===== config.mk =====
export PLATFORM = sky130hd
export DESIGN_NAME = cmd_cfg
export DESIGN_NICKNAME = d
export VERILOG_FILES = /design/src/rtl/cmd_cfg_pkg.sv /design/src/rtl/spinup_tmr.sv /design/src/rtl/cmd_cfg.sv
export SDC_FILE = /design/constraint.sdc
export NUM_CORES = 1
export LEC_CHECK = 0
export BUFFER_PORTS_ARGS = -buffer_cell sky130_fd_sc_hd__buf_2
export CAP_MARGIN = 20
export CORE_ASPECT_RATIO = 2
export CORE_UTILIZATION = 30
export CTS_CLUSTER_SIZE = 28
export DETAILED_ROUTE_END_ITERATION = 16
export GPL_ROUTABILITY_DRIVEN = 0
export GPL_TIMING_DRIVEN = 0
export PLACE_DENSITY_LB_ADDON = 0.08
export SYNTH_ARGS = -nofsm -noshare
export SYNTH_HDL_FRONTEND = slang
export SYNTH_SLANG_ARGS = --single-unit

===== constraint.sdc =====
create_clock -name clk -period 3.01 [get_ports clk]
set_input_delay 0.1505 -clock clk [delete_from_list [all_inputs] [get_ports clk]]
set_output_delay 0.1505 -clock clk [all_outputs]
set_load 0.05 [all_outputs]

===== src/rtl/cmd_cfg_pkg.sv =====
// rtl/cmd_cfg_pkg.sv - opcodes, responses, FSM state type and spin-up timer widths for cmd_cfg
package cmd_cfg_pkg;

  localparam logic [7:0] REQ_BATT  = 8'h01;
  localparam logic [7:0] SET_PTCH  = 8'h02;
  localparam logic [7:0] SET_ROLL  = 8'h03;
  localparam logic [7:0] SET_YAW   = 8'h04;
  localparam logic [7:0] SET_THRST = 8'h05;
  localparam logic [7:0] CALIBRATE = 8'h06;
  localparam logic [7:0] EMER_LAND = 8'h07;
  localparam logic [7:0] MTRS_OFF  = 8'h08;

  localparam logic [7:0] ACK  = 8'hA5;
  localparam logic [7:0] NACK = 8'hEE;

  localparam int TMR_W_SIM  = 9;
  localparam int TMR_W_FULL = 25;

  typedef enum logic [1:0] {
    IDLE,
    SPINUP,
    CAL,
    WAIT_SENT
  } cfg_state_t;

endpackage


===== src/rtl/spinup_tmr.sv =====
// rtl/spinup_tmr.sv - free-running spin-up counter with clear, enable and all-ones flag
module spinup_tmr #(
  parameter int WIDTH = 9
) (
  input  logic clk,
  input  logic rst_n,
  input  logic clr,
  input  logic en,
  output logic full
);

  logic [WIDTH-1:0] cnt_q;
  logic [WIDTH-1:0] cnt_d;

  always_comb begin
    cnt_d = cnt_q;
    if (clr) begin
      cnt_d = '0;
    end else if (en) begin
      cnt_d = cnt_q + {{(WIDTH-1){1'b0}}, 1'b1};
    end
  end

  always_ff @(posedge clk) begin
    if (!rst_n) begin
      cnt_q <= '0;
    end else begin
      cnt_q <= cnt_d;
    end
  end

  assign full = &cnt_q;

endmodule


===== src/rtl/cmd_cfg.sv =====
// rtl/cmd_cfg.sv - decodes UART commands into flight set-points and sequences spin-up/calibration
module cmd_cfg
  import cmd_cfg_pkg::*;
#(
  parameter bit FAST_SIM = 1'b0
) (
  input  logic        clk,
  input  logic        rst_n,
  input  logic        cmd_rdy,
  input  logic [7:0]  cmd,
  input  logic [15:0] data,
  output logic        clr_cmd_rdy,
  output logic [7:0]  resp,
  output logic        send_resp,
  input  logic        resp_sent,
  input  logic [7:0]  batt,
  input  logic        cal_done,
  output logic [15:0] d_ptch,
  output logic [15:0] d_roll,
  output logic [15:0] d_yaw,
  output logic [8:0]  thrst,
  output logic        inertial_cal,
  output logic        strt_cal,
  output logic        motors_off
);

  localparam int TMR_W = FAST_SIM ? TMR_W_SIM : TMR_W_FULL;

  cfg_state_t  state_q, state_d;
  logic [15:0] d_ptch_q, d_ptch_d;
  logic [15:0] d_roll_q, d_roll_d;
  logic [15:0] d_yaw_q, d_yaw_d;
  logic [8:0]  thrst_q, thrst_d;
  logic [7:0]  resp_q, resp_d;
  logic        send_resp_q, send_resp_d;
  logic        strt_cal_q, strt_cal_d;
  logic        inertial_cal_q, inertial_cal_d;
  logic        motors_off_q, motors_off_d;
  logic        tmr_clr, tmr_en, tmr_full;

  spinup_tmr #(.WIDTH(TMR_W)) u_spinup_tmr (
    .clk  (clk),
    .rst_n(rst_n),
    .clr  (tmr_clr),
    .en   (tmr_en),
    .full (tmr_full)
  );

  always_comb begin
    state_d        = state_q;
    d_ptch_d       = d_ptch_q;
    d_roll_d       = d_roll_q;
    d_yaw_d        = d_yaw_q;
    thrst_d        = thrst_q;
    resp_d         = resp_q;
    send_resp_d    = 1'b0;
    strt_cal_d     = 1'b0;
    inertial_cal_d = inertial_cal_q;
    motors_off_d   = motors_off_q;
    tmr_clr        = 1'b0;
    tmr_en         = 1'b0;
    clr_cmd_rdy    = 1'b0;

    case (state_q)
      IDLE: begin
        if (cmd_rdy) begin
          clr_cmd_rdy = 1'b1;
          // Every opcode except CALIBRATE answers immediately, so default to that path.
          state_d     = WAIT_SENT;
          send_resp_d = 1'b1;
          resp_d      = ACK;
          case (cmd)
            REQ_BATT:  resp_d = batt;
            SET_PTCH:  d_ptch_d = data;
            SET_ROLL:  d_roll_d = data;
            SET_YAW:   d_yaw_d = data;
            SET_THRST: thrst_d = data[8:0];
            CALIBRATE: begin
              state_d        = SPINUP;
              send_resp_d    = 1'b0;
              resp_d         = resp_q;
              motors_off_d   = 1'b0;
              inertial_cal_d = 1'b1;
              tmr_clr        = 1'b1;
            end
            EMER_LAND: begin
              d_ptch_d = '0;
              d_roll_d = '0;
              d_yaw_d  = '0;
              thrst_d  = '0;
            end
            MTRS_OFF:  motors_off_d = 1'b1;
            default:   resp_d = NACK;
          endcase
        end
      end
      SPINUP: begin
        tmr_en = 1'b1;
        if (tmr_full) begin
          state_d    = CAL;
          strt_cal_d = 1'b1;
        end
      end
      CAL: begin
        if (cal_done) begin
          state_d        = WAIT_SENT;
          inertial_cal_d = 1'b0;
          resp_d         = ACK;
          send_resp_d    = 1'b1;
        end
      end
      WAIT_SENT: begin
        if (resp_sent) begin
          state_d = IDLE;
        end
      end
      default: state_d = IDLE;
    endcase
  end

  always_ff @(posedge clk) begin
    if (!rst_n) begin
      state_q        <= IDLE;
      d_ptch_q       <= '0;
      d_roll_q       <= '0;
      d_yaw_q        <= '0;
      thrst_q        <= '0;
      resp_q         <= 8'h00;
      send_resp_q    <= 1'b0;
      strt_cal_q     <= 1'b0;
      inertial_cal_q <= 1'b0;
      motors_off_q   <= 1'b1;
    end else begin
      state_q        <= state_d;
      d_ptch_q       <= d_ptch_d;
      d_roll_q       <= d_roll_d;
      d_yaw_q        <= d_yaw_d;
      thrst_q        <= thrst_d;
      resp_q         <= resp_d;
      send_resp_q    <= send_resp_d;
      strt_cal_q     <= strt_cal_d;
      inertial_cal_q <= inertial_cal_d;
      motors_off_q   <= motors_off_d;
    end
  end

  assign d_ptch       = d_ptch_q;
  assign d_roll       = d_roll_q;
  assign d_yaw        = d_yaw_q;
  assign thrst        = thrst_q;
  assign resp         = resp_q;
  assign send_resp    = send_resp_q;
  assign strt_cal     = strt_cal_q;
  assign inertial_cal = inertial_cal_q;
  assign motors_off   = motors_off_q;

endmodule


==> flow_summary.ini <==
[yosys]
synth-seq-cells = 96
yosys_most_used_dff = dfxtp_1
synth_area_mm2 = 0.00382
synth_cell_types = 46
synth_top_area_frac = 0.503
yosysSeqAreaShare = 0.503
synth_fp_nets = 473
synth_top_cell_by_area = dfxtp_1
synthCells = 431
synth_area_leaders = dfxtp_1 50%, nand3_1 9.6%, o21ai_0 7.7%
ys_warn_count = 0
synth_edf_count = 0
ys_async_sr_fraction = 0
synth.avg_cell_area_um2 = 8.86

[sta]
setup_viol = 0
slew_viol_final = 0
rsz0062_at_grt = no
slew_headroom = 0.436
setup_tns_ns = 0
worst-slew-pin-transition_ns = 0.840
finalCritPeriodShare = 0.767
hold_violations = 0
fmax_ghz = 0.433
worst_hold_slack_ns = 0.0656
fin_worst_skew_ns = 0.00765
fin_crit_ns = 2.31

[final_layout]
drive_gt1_frac = 0.242
final_common_cell = buf_2
layout_common_cells = 107 x buf_2, 96 x dfxtp_1, 73 x nand3_1, 59 x o21ai_0, 35 x nor2_1
area_delta_synth_final_pct = 27.1
finish.instance_area_mm2 = 0.00485
fin_cells = 700
layout.nets = 587
fillerInstances = 1367
diodes = 0

[global_route]
grt_pass1_vias = 3452
grt_pass1_wl_um = 18400
overflow = 0
grt_max_degree = 17
track_usage = 0.190
antenna_found_initial = 0

[drt]
drc = 0
drt-initial-drc-count = 207
firstDrtPassIters = 4
num_vias = 3472
routedWlPerCell_um = 17.2
ant_nets = 0
viasPerCell = 4.96
wirelength_um = 12000

[outcome]
status = completed

[placement]
dp.cells = 684
port_buffers = 103
place_hpwl_um = 9460
placed_area_mm2 = 0.00452

[cts]
cts_root_buffer = clkbuf_16
numCtsBuffers = 9
cts_buffer_depth = 2
cts-hold-fix-buffers = 0
clkSinkCount = 96
tritoncts = done
cts.clk_slew.worst_paths_ns = 0.07
postCtsSetupRepairBufs = 0
cts_resized = 0
htree_levels = 3
clk_latency_ns = 0.34

[setup_path]
crit_type = flip-flop to flip-flop
critPathRequiredTime_ns = 3.27
arrival_ns = 2.57
cp-start-kind = flip-flop
cp-end-kind = flip-flop
path_max_fanout = 10

[floorplanning]
die_w_um = 81.8
fp.coreArea_mm2 = 0.0125
die_h_um = 162
start_util = 0.306
fp.dieArea_mm2 = 0.0132
io_pins = 107
rows = 58

[power]
leakagePower_nw = 2.08
vdd_ir_drop_max_mv = 0.344
power.total_mw = 3.23
pwr_density_cell_mw_per_mm2 = 665

[job]
drv_cap = 0

[worst_hold_path]
hp-class = input port to flip-flop
## sequential cells by signal, indices dropped and copies added (netlist names)
name / flops
d_ptch: 16
resp: 8
send_resp: 1
d_yaw: 16
d_roll: 16
strt_cal: 1
state_q: 2
inertial_cal: 1
motors_off: 1
thrst: 9
u_spinup_tmr.cnt_q: 25
## routing by layer
metal / GRT usage / share of wire / up-vias
li1: - / - / 1746
met1: 0.189 / 0.37 / 1634
met2: 0.372 / 0.58 / 81
met3: 0.0322 / 0.036 / 11
met4: 0.0630 / 0.015 / 0
met5: 0 / 0 / -
## synthesized netlist by cell type (2+ instances only)
cell type	n
a2111oi_0	3
a21oi_1	3
a31oi_1	3
and2_1	2
and3_1	3
and4_1	3
buf_1	3
buf_2	4
buf_4	2
clkbuf_1	19
dfxtp_1	96
ha_1	5
inv_1	9
mux2i_1	2
nand2_1	33
nand2b_1	3
nand3_1	73
nand4_1	12
nor2_1	35
nor3_1	5
nor3b_1	3
nor4_1	2
nor4_4	2
o21ai_0	59
o31ai_1	3
xnor2_1	7
xor2_1	18
## power by group
group	leakage (nW)	switching, mW	internal, mW	total (mW)
registers	0.776	0.0389	1.33	1.37
clock network	0.162	0.505	0.760	1.27
logic	1.15	0.420	0.172	0.592
total	2.08	0.965	2.26	3.23
## cell families after synthesis
family	Yosys count	synth area share
AOI/OAI and AO/OA	79	0.119
xor gates and xnor gates	25	0.0573
adders and majority gates	5	0.0164
buffers and inverters	37	0.0396
DFF	96	0.503
muxes	2	0.00524
and+or+nand+nor	187	0.260
## final timing paths
path         startpoint  cells past startpoint         to  slack, ns
min reg2reg     resp[4]                      2    resp[4]       0.46
max reg2reg  state_q[0]                      9  d_roll[6]       0.70
max          state_q[0]                      9  d_roll[6]       0.70
min             batt[4]                      3    resp[4]       0.07
## through the flow
stage,util,worst slack (ns)
global placement,0.362,0.766
global route,0.389,0.516
detailed placement,0.362,0.727
CTS,0.389,0.699
floorplan,-,0.877
finish,0.389,0.701
## area by class of cell
cell class | instances | area (µm²) | area share
clock inverter | 5 | 88.8 | 0.0183
clock buffer | 11 | 243 | 0.0500
buffer | 28 | 118 | 0.0242
tap | 150 | 188 | 0.0387
sequential | 96 | 1920 | 0.396
multi-input combinational | 298 | 1750 | 0.360
inverter | 9 | 33.8 | 0.00696
timing repair buffer | 103 | 515 | 0.106
## critical path, cell delays in order, from the launching register on
cell and delay [ns]:
dfxtp_1 0.37, inv_1 0.08, ha_1 0.28, and2_1 0.24, and3_1 0.18, buf_2 0.15, nand3_1 0.25, clkbuf_1 0.44
nand3_1 0.13, o21ai_0 0.10
Note: power is estimated with default switching activity, not from simulation.
